[src/rtl/pulse_meter_display.sv]
// Pulse-width meter: counts high-pulse width in sysclk cycles, converts to BCD by
// iterative double-dabble, and scans it onto a 4-digit seven-segment display.
// Optional build macro: PMD_LEADING_ZERO_BLANK_EN (blank leading-zero digits).
`timescale 1ns/1ps
module pulse_meter_display #(
  parameter int CNT_W    = 14,
  parameter int SCAN_DIV = 50000,
  parameter int SAT_MAX  = 9999
) (
  input  logic       sysclk,
  input  logic       rst_n,
  input  logic       pulse_in,
  output logic [6:0] seg,
  output logic [3:0] an,
  output logic       meas_done,
  output logic       busy,
  output logic       overrun
);

  localparam int SCAN_W = (SCAN_DIV > 1) ? $clog2(SCAN_DIV) : 1;
  localparam int STEP_W = $clog2(CNT_W + 1);
  localparam logic [CNT_W-1:0]  SAT_VAL   = CNT_W'(SAT_MAX);
  localparam logic [STEP_W-1:0] LAST_STEP = STEP_W'(CNT_W);
  localparam logic [SCAN_W-1:0] SCAN_LAST = SCAN_W'(SCAN_DIV - 1);

  typedef enum logic [1:0] {ST_IDLE, ST_MEASURE, ST_CONVERT} state_t;

  state_t              r_state;
  logic                r_pulse_d;
  logic [CNT_W-1:0]    r_cnt;
  logic [CNT_W-1:0]    r_bin;
  logic [15:0]         r_bcd;
  logic [15:0]         r_disp;
  logic [STEP_W-1:0]   r_step;
  logic                r_meas_done;
  logic                r_busy;
  logic                r_overrun;
  logic [SCAN_W-1:0]   r_scan_cnt;
  logic [1:0]          r_idx;

  logic                w_rise;
  logic                w_fall;
  logic [15:0]         w_bcd_adj;
  logic [3:0]          w_nib;
  logic                w_blank;

  // Double-dabble correction: add 3 to every nibble that is 5 or more.
  function automatic logic [15:0] dd_adjust(input logic [15:0] b);
    logic [15:0] r;
    r = b;
    for (int i = 0; i < 4; i++) begin
      if (b[i*4 +: 4] >= 4'd5) r[i*4 +: 4] = b[i*4 +: 4] + 4'd3;
    end
    return r;
  endfunction

  function automatic logic [6:0] seg_decode(input logic [3:0] n);
    case (n)
      4'd0:    return 7'b1000000;
      4'd1:    return 7'b1111001;
      4'd2:    return 7'b0100100;
      4'd3:    return 7'b0110000;
      4'd4:    return 7'b0011001;
      4'd5:    return 7'b0010010;
      4'd6:    return 7'b0000010;
      4'd7:    return 7'b1111000;
      4'd8:    return 7'b0000000;
      4'd9:    return 7'b0010000;
      default: return 7'b1111111;
    endcase
  endfunction

  assign w_rise    = pulse_in & ~r_pulse_d;
  assign w_fall    = ~pulse_in & r_pulse_d;
  assign w_bcd_adj = dd_adjust(r_bcd);

  always_ff @(posedge sysclk) begin
    if (!rst_n) begin
      r_state     <= ST_IDLE;
      r_pulse_d   <= 1'b0;
      r_cnt       <= '0;
      r_bin       <= '0;
      r_bcd       <= '0;
      r_disp      <= '0;
      r_step      <= '0;
      r_meas_done <= 1'b0;
      r_busy      <= 1'b0;
      r_overrun   <= 1'b0;
    end else begin
      r_pulse_d   <= pulse_in;
      r_meas_done <= 1'b0;
      case (r_state)
        ST_IDLE: begin
          if (w_rise) begin
            r_cnt   <= CNT_W'(1);
            r_state <= ST_MEASURE;
            r_busy  <= 1'b1;
          end
        end
        ST_MEASURE: begin
          if (w_fall) begin
            r_bin   <= r_cnt;
            r_bcd   <= '0;
            r_step  <= '0;
            r_state <= ST_CONVERT;
          end else if (pulse_in && (r_cnt != SAT_VAL)) begin
            r_cnt <= r_cnt + CNT_W'(1);
          end
        end
        ST_CONVERT: begin
          // A pulse starting while converting is dropped, but remembered.
          if (w_rise) r_overrun <= 1'b1;
          if (r_step == LAST_STEP) begin
            r_disp      <= r_bcd;
            r_meas_done <= 1'b1;
            r_busy      <= 1'b0;
            r_state     <= ST_IDLE;
          end else begin
            r_bcd  <= {w_bcd_adj[14:0], r_bin[CNT_W-1]};
            r_bin  <= r_bin << 1;
            r_step <= r_step + STEP_W'(1);
          end
        end
        default: begin
          r_state <= ST_IDLE;
          r_busy  <= 1'b0;
        end
      endcase
    end
  end

  // Digit scan runs in every state; only r_disp changes what is shown.
  always_ff @(posedge sysclk) begin
    if (!rst_n) begin
      r_scan_cnt <= '0;
      r_idx      <= 2'd0;
    end else if (r_scan_cnt == SCAN_LAST) begin
      r_scan_cnt <= '0;
      r_idx      <= r_idx + 2'd1;
    end else begin
      r_scan_cnt <= r_scan_cnt + SCAN_W'(1);
    end
  end

  always_comb begin
    w_nib = r_disp[r_idx*4 +: 4];
`ifdef PMD_LEADING_ZERO_BLANK_EN
    case (r_idx)
      2'd1:    w_blank = (r_disp[15:4]  == 12'd0);
      2'd2:    w_blank = (r_disp[15:8]  == 8'd0);
      2'd3:    w_blank = (r_disp[15:12] == 4'd0);
      default: w_blank = 1'b0;
    endcase
`else
    w_blank = 1'b0;
`endif
  end

  assign an        = ~(4'b0001 << r_idx);
  assign seg       = w_blank ? 7'h7F : seg_decode(w_nib);
  assign meas_done = r_meas_done;
  assign busy      = r_busy;
  assign overrun   = r_overrun;

endmodule
[config.mk]
export PLATFORM = sky130hd
export DESIGN_NAME = pulse_meter_display
export DESIGN_NICKNAME = d
export VERILOG_FILES = /design/src/rtl/pulse_meter_display.sv
export SDC_FILE = /design/constraint.sdc
export NUM_CORES = 1
export LEC_CHECK = 0
export ABC_CLOCK_PERIOD_IN_PS = 1600
export BUFFER_PORTS_ARGS = -buffer_cell sky130_fd_sc_hd__buf_2
export CORE_MARGIN = 5
export CORE_UTILIZATION = 56
export CTS_CLUSTER_SIZE = 16
export DETAILED_ROUTE_END_ITERATION = 16
export PLACE_DENSITY = 0.8
export REMOVE_ABC_BUFFERS = 1
export SLEW_MARGIN = 5
export SYNTH_ARGS = -nofsm -noshare
export SYNTH_HDL_FRONTEND = slang
export SYNTH_SLANG_ARGS = --single-unit
[constraint.sdc]
create_clock -name sysclk -period 1.6 [get_ports sysclk]
set_input_delay 0.16 -clock sysclk [delete_from_list [all_inputs] [get_ports sysclk]]
set_output_delay 0.16 -clock sysclk [all_outputs]
set_load 0.05 [all_outputs]
Word level (Yosys, flattened, before mapping)
Memory sizes are Yosys's and may differ from the RTL's.
Index checks and enable logic that the tools add are counted.
{ "word_totals": {"reg_bits": 88, "mem_bits_ro": 112, "inputBits": 3, "output_inout_bits": 14, "elab_cells": 82, "memories": 1} }
{ "op_classes": {"addsub": 8, "order_cmp": 4, "eq_ne": 11, "shift": 2, "mux": 25, "n_bitwise": 7, "reduce_logical": 12} }
{ "mem_list": {"columns": ["memory", "words", "word_bits", "read_ports", "rd_ports_with_merged_regs", "wr", "line", "source"], "rows": [
  ["(name not given)", 16, 7, 1, 0, 0, "58", "case (n)"]
]} }
{ "ops": {"columns": ["op", "count"], "rows": [
  ["14-bit two-way mux", 5],
  ["14-bit case mux with 2 select lines", 2],
  ["16-bit two-way mux", 2],
  ["16-bit case mux with 2 select lines", 1],
  ["4-bit two-way mux", 5],
  ["16-bit by 1-bit adder with 16-bit output (second input constant)", 1],
  ["16-bit equality test (second input constant)", 1],
  ["4-bit by 3-bit greater-or-equal comparator with 1-bit output (second input constant)", 4],
  ["16-bit by 5-bit indexed part select with 4-bit output", 1],
  ["14-bit by 1-bit adder with 14-bit output (second input constant)", 1],
  ["14-bit inequality test (second input constant)", 1],
  ["4-bit by 2-bit adder with 4-bit output (second input constant)", 3],
  ["2-bit inequality test (second input constant)", 6],
  ["3-bit AND reduction", 3],
  ["4-bit case mux with 2 select lines", 1],
  ["2-bit two-way mux", 3],
  ["2-bit case mux with 3 select lines", 1],
  ["2-bit AND reduction", 3],
  ["4-bit by 1-bit adder with 4-bit output (second input constant)", 1],
  ["4-bit equality test (second input constant)", 1],
  ["1-bit NOT", 4],
  ["4-bit NOT", 1],
  ["4-bit AND reduction", 1],
  ["2-bit nonzero test", 2],
  ["other kinds (12)", 15]
]} }

Depth between registers and ports, before layout
Gate-level depths: netlist of the first run.
{ "depth": {"depth_word": 5, "depth_mapped": 9, "mapped_depth_nobuf": 7} }

Worst setup path before layout of the first run
OpenSTA, ideal clock, no wires.
{ "synth_path": {"path_kind": "reg-to-output", "start": "register r_idx[0]", "end": "output port seg[1]", "t_arrival_ns": 2.428, "required_time_ns": 1.440, "slack_ns": -0.988, "path_stages_with_launch": 7, "path_buffers": 1, "path_cell_list": "dfxtp_1 -> buf_6 -> mux4_2 -> inv_2 -> ha_1 -> nor2_1 -> o21ai_0"} }
{ "synth_via": {"elab_chain_len": 2} }
{ "synth_rtl": {"columns": ["element", "line", "source"], "rows": [
  ["start, declared", "39", "logic [1:0] r_idx;"],
  ["start signal, assigned", "139", "r_idx <= r_idx + 2'd1;"],
  ["16-bit by 5-bit indexed part select with 4-bit output", "146", "w_nib = r_disp[r_idx*4 +: 4];"],
  ["memory 16 x 7 bit", null, null],
  ["end, declared", "13", "output logic [6:0] seg,"]
]} }
No other way between the ends.

Worst setup path after layout of the first run
{ "layout_path": {"start": "register r_idx[0]", "end": "output port seg[3]"} }
Same word-level chain as after synthesis.

==> parameters.txt, run 1 <==
Parameter                              Value

Worst setup path
  Launch instance of the worst register-to-register path ... r_bcd[0]$_SDFFE_PN0P_
  Startpoint type of the worst setup path ... flip-flop
  Largest fanout on the critical path ... 4
  Critical setup path kind ... flip-flop to output port
  WP data arrival ... approximately 2.1 ns
  Required arrival time at the worst endpoint ... between 1 and 1.5 ns
  Reg2Reg Depth ... 8
  Reg-to-Reg End ... r_bcd[1]$_SDFFE_PN0P_
  Sort of element at the end of the critical path ... output port
  Reg-to-reg slack, setup ... ~0.030 ns

Die
  Initial core utilization ... 0.5779
  Std cell rows ... 32
  Die span in y ... 99.76 um
  Placeable Area ... 0.007807 mm2
  IO Pins ... 17
  Die outline area ... between 0.009 and 0.01 mm2
  Overall die width ... between 90 and 100 um

Yosys
  Proportion of register bits with asynchronous set or reset after synthesis ... 0
  Sequential element share of the synthesized area ... 0.3905
  Syn Std Cell Area ... between 0.004 and 0.005 mm2
  Leading post-synthesis cells by instance count ... 88 x sky130_fd_sc_hd__dfxtp_1, 71 x sky130_fd_sc_hd__nand2_1, 35 x sky130_fd_sc_hd__nand3_1, 33 x sky130_fd_sc_hd__nor2_1, 27 x sky130_fd_sc_hd__a21boi_1
  Yosys top cell by area ... sky130_fd_sc_hd__dfxtp_1
  Yosys warns ... 0
  Avg Cell Area, Syn ... roughly 8.6 um2
  Main flop type after synthesis ... sky130_fd_sc_hd__dfxtp_1
  Post-synthesis cell count ... around 530
  Share of Yosys cell area claimed by the top area cell type ... 0.3905
  Biggest area contributors in the synthesized netlist ... sky130_fd_sc_hd__dfxtp_1 39%, sky130_fd_sc_hd__nand2_1 5.9%, sky130_fd_sc_hd__ha_1 5.8%
  Number of distinct library cells after synthesis ... 51
  Most frequent cell after synthesis ... sky130_fd_sc_hd__dfxtp_1
  Number of flops mapped to enable cells by yosys ... 0
  Number of synthesized register bits ... 88

STA
  Worst slack on hold paths ... 0.05816 ns
  Time the final worst path needs with I/O delays and setup ... between 2 and 2.5 ns
  Worst path setup slack after routing ... -0.6214 ns
  Setup violators final ... 7
  Fmax achieved ... about 0.45 GHz
  Setup TNS ... -3.948 ns
  Pin slew with the least headroom to its limit ... 0.3383 ns
  Worst relative slew slack ... 0.7721
  Number of slew-limit violations in the final report ... 0
  Share of the clock period used by the worst path after layout ... 1.388
  Final count of hold timing violations ... 0
  Unrepaired setup endpoints after global routing ... yes
  Final clock skew ... ~0.0077 ns

Cells and area
  Post-Layout Inst Area ... about 0.0055 mm2
  Number of nets at the end of the flow ... 602
  Antenna Cells ... 0
  Area growth from synthesis to layout ... 22.19%
  Total of fill cells in the finished design ... 566
  Fraction of final layout cells sized beyond drive strength 1 ... 0.2556

Power and ir drop
  Power per Cell Area ... ~750 mW/mm2
  Worst IR Drop VDD ... ~540 uV
  Design internal power ... 3226 uW
  Switching fraction of total power ... 0.2157
  Power share of the sequential group ... 0.539
  Clock share of power ... 0.406
  Fraction of power consumed by combinational cells ... 0.056
  Leakage power of the design ... just over 0.002 uW
  Switching power ... 887.1 uW

Drt
  First DRT Iteration DRCs ... 265
  Vias post-DR ... between 3000 and 4000
  Avg WL per Cell ... ~15 um
  Drt drc ... 0
  Mean number of vias per cell ... around 5.7
  Total wire length after detailed routing ... 10010 um
  First-pass iteration count of the detailed router ... 5
  Residual antenna-violating net count after detailed routing ... 0

Hold path
  Endpoint with the worst hold slack ... r_pulse_d$_SDFF_PN0_
  Worst Hold Depth ... 2
  Worst hold path class ... input port to flip-flop
  Startpoint of the lowest-slack hold path ... pulse_in

Placement
  Number of input and output port buffers inserted ... 16
  Placed Instance Area ... ~0.005 mm2
  Final HPWL DP ... approximately 6600 um
  Global placement routability congestion ... approximately 0.96

Outcome
  Violations in the final reports ... negative setup slack
  Result of the run ... finished, violations left

Global route
  Wire length of the first global-routing pass ... roughly 17000 um
  Overflow left after global routing ... 0
  Antenna violations before repair ... 0
  Via count of the first global-routing pass ... between 3000 and 4000
  GR Util All Layers ... 0.2045
  Pin count of the biggest net entering global routing ... 26

CTS
  CTS H-tree lvls ... 3
  TritonCTS clock tree ... done
  Max Root-Sink Buffers ... 2
  Root buf cell ... sky130_fd_sc_hd__clkbuf_8
  Insertion delay of the later-clocked pin in the worst-skew pair ... about 0.36 ns
  Clock transition at the register clock pins on the worst setup and hold paths after CTS ... around 0.08 ns
  Total clock buffers created by CTS ... 9
  Count of clock tree sinks ... slightly below 90

Run
  Reported max-cap violation count ... 0
sequential cells by signal, indices dropped and copies added, names as in the netlist, 2 cells and up:
| signal | count |
|---|---|
| r_step | 4 |
| r_bin | 14 |
| r_cnt | 14 |
| r_state | 2 |
| r_disp | 16 |
| r_scan_cnt | 16 |
| r_bcd | 16 |
| r_idx | 2 |
repair_timing:
item,in CTS,in global routing
endpoints found under the setup margin,11,45
gates resized for setup,32,56
cloned,0,1
hold buffers,0,0
buffers inserted,0,4
hold endpoints to repair,0,0
pin swaps,8,12
cells in the final DEF (no fill, tap or decap), types with 8 or more instances in the layout:
cell / count
sky130_fd_sc_hd__a21boi_0: 14
sky130_fd_sc_hd__a21boi_1: 27
sky130_fd_sc_hd__a21oi_1: 11
sky130_fd_sc_hd__a21oi_2: 8
sky130_fd_sc_hd__a22oi_1: 13
sky130_fd_sc_hd__and2_1: 16
sky130_fd_sc_hd__buf_4: 49
sky130_fd_sc_hd__buf_6: 13
sky130_fd_sc_hd__clkbuf_8: 10
sky130_fd_sc_hd__dfxtp_1: 79
sky130_fd_sc_hd__ha_1: 16
sky130_fd_sc_hd__inv_1: 16
sky130_fd_sc_hd__mux2i_1: 8
sky130_fd_sc_hd__nand2_1: 69
sky130_fd_sc_hd__nand3_1: 35
sky130_fd_sc_hd__nor2_1: 30
sky130_fd_sc_hd__o21ai_0: 14
sky130_fd_sc_hd__o21ai_1: 10
sky130_fd_sc_hd__xnor2_1: 10
sky130_fd_sc_hd__xor2_1: 11
metal layers:
| layer | up-vias | track usage | routed length, um |
|---|---|---|---|
| met2 | 87 | 0.3433 | 4975 |
| li1 | 1920 | - | - |
| met5 | - | 0 | 0 |
| met1 | 1849 | 0.2583 | 4447 |
| met3 | 16 | 0.03927 | 412 |
| met4 | 0 | 0.07983 | 172 |
critical path, cell delays in order, from the launching register on:
cell and delay (ns):
sky130_fd_sc_hd__dfxtp_4 0.38, sky130_fd_sc_hd__mux4_2 0.56, sky130_fd_sc_hd__buf_6 0.16, sky130_fd_sc_hd__ha_4 0.15
sky130_fd_sc_hd__o21ai_2 0.19, sky130_fd_sc_hd__a22oi_2 0.09, sky130_fd_sc_hd__buf_6 0.17
how the worst max path moves through the flow:
stage / startpoint / endpoint / slack, ns / depth (start not counted)
after floorplan: r_idx[0]$_SDFFE_PN0N_ / seg[1] / -1.06 / 5
after global placement: r_idx[0]$_SDFFE_PN0N_ / seg[3] / -0.33 / 5
after detailed placement: r_idx[0]$_SDFFE_PN0N_ / seg[3] / -0.39 / 5
after CTS: r_idx[0]$_SDFFE_PN0N_ / seg[3] / -0.58 / 5
after global routing: r_idx[0]$_SDFFE_PN0N_ / seg[3] / -0.69 / 6
final: r_idx[0]$_SDFFE_PN0N_ / seg[3] / -0.62 / 6
stage by stage:
stage          utilization  setup slack [ns]  total power [uW]  cells
2_1_floorplan            -            -1.056              2380    496
3_3_place_gp        0.6322           -0.3262              2468    664
5_1_grt             0.7061           -0.6937              4282    685
3_5_place_dp        0.6322           -0.3862              2476    664
4_1_cts             0.6729           -0.5804              4111    680
6_report            0.7061           -0.6214              4113    685
final cells by class:
| cell class | instances | area, um2 | share of cell area |
|---|---|---|---|
| Sequential cell | 88 | 1778 | 0.3225 |
| Multi-Input combinational cell | 389 | 2713 | 0.4921 |
| Clock buffer | 13 | 148.9 | 0.02701 |
| Timing Repair Buffer | 71 | 604.3 | 0.1096 |
| Inverter | 19 | 76.32 | 0.01384 |
| Tap cell | 102 | 127.6 | 0.02315 |
| Clock inverter | 3 | 65.06 | 0.01180 |
logic make-up (layout without fill, tap and decap cells):
logic type / after synthesis / count (layout) / share of synthesized area
buffers and inverters: 49 / 106 / 0.05380
and+or+nand+nor: 213 / 213 / 0.2438
AOI/OAI and AO/OA: 121 / 121 / 0.1758
xor gates and xnor gates: 22 / 22 / 0.04271
adders and majority gates: 21 / 21 / 0.05824
muxes: 12 / 12 / 0.03522
DFF: 88 / 88 / 0.3905
power by group through the flow:
stage               sequential (uW)  combinational (uW)  clock [uW]
global route                   2220                 252        1810
global placement               2270                 200           0
detailed placement             2270                 206           0
finish                         2220                 229        1670
floorplan                      2280                 101           0
CTS                            2220                 207        1690
No activity file was read; power rests on OpenSTA's default activity.
==> inputs of run 2 (changes only) <==
--- a/config.mk
+++ b/config.mk
@@ -5,13 +5,15 @@
 export SDC_FILE = /design/constraint.sdc
 export NUM_CORES = 1
 export LEC_CHECK = 0
-export ABC_CLOCK_PERIOD_IN_PS = 1600
+export ABC_AREA = 0
+export ABC_CLOCK_PERIOD_IN_PS = 2660
 export BUFFER_PORTS_ARGS = -buffer_cell sky130_fd_sc_hd__buf_2
 export CORE_MARGIN = 5
-export CORE_UTILIZATION = 56
+export CORE_UTILIZATION = 60
 export CTS_CLUSTER_SIZE = 16
 export DETAILED_ROUTE_END_ITERATION = 16
-export PLACE_DENSITY = 0.8
+export MAX_ROUTING_LAYER = met4
+export PLACE_DENSITY = 0.82
 export REMOVE_ABC_BUFFERS = 1
 export SLEW_MARGIN = 5
 export SYNTH_ARGS = -nofsm -noshare
==> constraint.sdc (replaced) <==
create_clock -name sysclk -period 2.66 [get_ports sysclk]
set_input_delay 0.266 -clock sysclk [delete_from_list [all_inputs] [get_ports sysclk]]
set_output_delay 0.266 -clock sysclk [all_outputs]
set_load 0.05 [all_outputs]
==> parameters.txt, run 2 (synthesis results as in run 1) <==
Parameter                              Value

Power and ir drop
  Power after layout ... 2425 uW (-41%)
  Power share of the sequential group ... 0.551 (+0.012)
  Leakage power of the design ... 0.001758 uW (-15%)
  Switching power ... 543.8 uW (-39%)
  Worst IR Drop VDD ... 447.2 uV (-17%)
  Design internal power ... 1881 uW (-42%)
  Power per Cell Area ... 505.3 mW/mm2 (-32%)
  Clock share of power ... 0.408 (+0.002)
  Switching fraction of total power ... 0.2242 (+0.008548)
  Fraction of power consumed by combinational cells ... 0.041 (-0.015)

Cells and area
  Antenna Cells ... 0 (unchanged)
  Post-route core utilization ... 0.6582 (-0.04789)
  Commonest non-fill, non-tap cell in the layout ... sky130_fd_sc_hd__dfxtp_1
  Post-Layout Inst Area ... 0.004800 mm2 (-13%)
  Combined area of the multi-input logic cells ... 0.002507 mm2 (-7.6%)
  Sequential cell area ... 0.001765 mm2 (-0.70%)
  Total of fill cells in the finished design ... 648 (+14%)
  Most frequent cells in the layout ... 87 x sky130_fd_sc_hd__dfxtp_1, 71 x sky130_fd_sc_hd__nand2_1, 35 x sky130_fd_sc_hd__nand3_1
  Final Instance Count excl. Fillers ... 630 (-8.0%)
  Area growth from synthesis to layout ... 6.378%
  Registers with the most flip-flops ... r_bcd (16), r_disp (16), r_scan_cnt (16)
  Number of nets at the end of the flow ... 551 (-8.5%)
  Fraction of final layout cells sized beyond drive strength 1 ... 0.09793 (-0.1576)

STA
  Pin slew with the least headroom to its limit ... 0.9249 ns (+0.5866 ns)
  Unrepaired setup endpoints after global routing ... no
  Setup violators final ... 0 (-7)
  Final clock skew ... 0.006173 ns (-0.001550 ns)
  Time the final worst path needs with I/O delays and setup ... 2.481 ns
  Fmax achieved ... around 0.4 GHz
  Worst path setup slack after routing ... 0.1790 ns (+0.8004 ns)
  Final count of hold timing violations ... 0 (unchanged)
  Share of the clock period used by the worst path after layout ... 0.9327
  Worst relative slew slack ... 0.3819 (-0.3902)
  Number of slew-limit violations in the final report ... 0 (unchanged)

CTS
  CTS H-tree lvls ... 3 (unchanged)
  Insertion delay of the later-clocked pin in the worst-skew pair ... 0.36 ns (about the same)
  # hold bufs at CTS ... 0 (unchanged)
  Total clock buffers created by CTS ... 9 (unchanged)
  Count of clock tree sinks ... 88 (unchanged)
  TritonCTS clock tree ... done
  Max Root-Sink Buffers ... 2 (unchanged)
  Postcts setup bufs ... 0 (unchanged)
  Clock transition at the register clock pins on the worst setup and hold paths after CTS ... 0.08 ns (about the same)
  Root buf cell ... sky130_fd_sc_hd__clkbuf_8

Run
  Reported max-cap violation count ... 0 (unchanged)

Drt
  First-pass iteration count of the detailed router ... 4 (-1)
  Vias post-DR ... 3603 (-6.9%)
  First DRT Iteration DRCs ... 194 (-27%)
  Residual antenna-violating net count after detailed routing ... 0 (unchanged)
  Avg WL per Cell ... 13.88 um (-5.0%)
  Drt drc ... 0 (unchanged)
  Mean number of vias per cell ... 5.719 (+1.2%)
  Total wire length after detailed routing ... 8742 um (-13%)

Global route
  Wire length of the first global-routing pass ... 15310 um (-9.0%)
  Pin count of the biggest net entering global routing ... 43 (+65%)
  GR Util All Layers ... 0.1971 (-0.007322)
  Via count of the first global-routing pass ... 3421 (-8.1%)
  Antenna violations before repair ... 0 (unchanged)
  Overflow left after global routing ... 0 (unchanged)

Worst setup path
  Required arrival time at the worst endpoint ... 2.39 ns (+0.95 ns)
  Launch instance of the worst register-to-register path ... r_step[0]$_SDFFE_PN0P_
  Largest fanout on the critical path ... 8 (+4)
  Reg-to-Reg End ... r_bcd[1]$_SDFFE_PN0P_
  WP data arrival ... 2.21 ns (+0.15 ns)
  Reg-to-reg slack, setup ... 0.61 ns (+0.58 ns)
  Sort of element at the end of the critical path ... output port
  Reg2Reg Depth ... 7 (-1)
  Startpoint type of the worst setup path ... flip-flop
  Critical setup path kind ... flip-flop to output port

Die
  Overall die width ... 96.72 um (-3.1%)
  Placeable Area ... 0.007292 mm2 (-6.6%)
  Std cell rows ... 31 (-3.1%)
  Die span in y ... 96.72 um (-3.1%)
  Initial core utilization ... 0.6187 (+0.04085)
  Die outline area ... 0.009354 mm2 (-6.0%)
  IO Pins ... 17 (unchanged)

Outcome
  Result of the run ... completed

Hold path
  Worst Hold Depth ... 2 (unchanged)
  Endpoint with the worst hold slack ... r_pulse_d$_SDFF_PN0_
  Startpoint of the lowest-slack hold path ... pulse_in
  Worst hold path class ... input port to flip-flop

Placement
  Final HPWL DP ... 5990 um (-9.1%)
  Total placed cells including tap cells ... 615 (-7.4%)
  Number of input and output port buffers inserted ... 16 (unchanged)
  Pre-CTS worst setup slack ... 0.3548 ns (+0.7410 ns)
  Global placement routability congestion ... 0.8795 (-8.4%)
  Placed Instance Area ... 0.004587 mm2 (-7.1%)
run 2: per-stage QoR:
step	setup TNS, ns	hold WS (ns)
after floorplan	-0.1022	0.3835
after global placement	0	0.4419
after detailed placement	0	0.4465
after CTS	0	0.1508
after global routing	0	0.1696
final	0	0.1580
run 2: area by class of cell:
| cell class | instances | area share |
|---|---|---|
| inverters | 19 | 0.01486 |
| clock buffers | 9 | 0.02581 |
| multi-input cells | 389 | 0.5224 |
| clock inverters | 6 | 0.01773 |
| repair buffers | 20 | 0.02555 |
| flip-flops and latches | 88 | 0.3678 |
| well taps | 99 | 0.02581 |
run 2: how the worst max path moves through the flow:
| stage | endpoint | depth (start not counted) | slack [ns] | start |
|---|---|---|---|---|
| detailed placement | seg[3] | 5 | 0.35 | r_idx[0]$_SDFFE_PN0N_ |
| CTS | seg[3] | 5 | 0.11 | r_idx[0]$_SDFFE_PN0N_ |
| floorplan | seg[1] | 5 | -0.10 | r_idx[0]$_SDFFE_PN0N_ |
| global route | seg[5] | 7 | 0.02 | r_idx[1]$_SDFFE_PN0N_ |
| finish | seg[3] | 5 | 0.18 | r_idx[0]$_SDFFE_PN0N_ |
| global placement | seg[3] | 5 | 0.45 | r_idx[0]$_SDFFE_PN0N_ |
run 2: power groups by stage:
stage          Clock [uW]  Combinational [uW]  Sequential, uW
3_3_place_gp            0                97.6            1370
4_1_cts              1010                 100            1340
6_report              989                99.7            1340
5_1_grt              1060                 111            1340
3_5_place_dp            0                99.4            1370
2_1_floorplan           0                60.8            1370
run 2: repair_timing:
action	4_1_cts	5_1_grt
endpoints found under the hold margin	0	0
endpoints found under the setup margin	2	1
resized for setup	1	1
run 2: critical path: stages (launching register included):
cell	delay [ns]
sky130_fd_sc_hd__dfxtp_4	0.42
sky130_fd_sc_hd__mux4_2	0.59
sky130_fd_sc_hd__inv_2	0.12
sky130_fd_sc_hd__ha_1	0.26
sky130_fd_sc_hd__a22oi_1	0.18
sky130_fd_sc_hd__buf_2	0.29
run 2: layer usage:
layer / vias to the layer above / routed length (um) / global-route usage
met3: 15 / 345 / 0.04317
met5: - / 0 / -
met4: 0 / 165 / 0.06911
met1: 1709 / 4096 / 0.2452
met2: 66 / 4134 / 0.3169
li1: 1813 / - / -
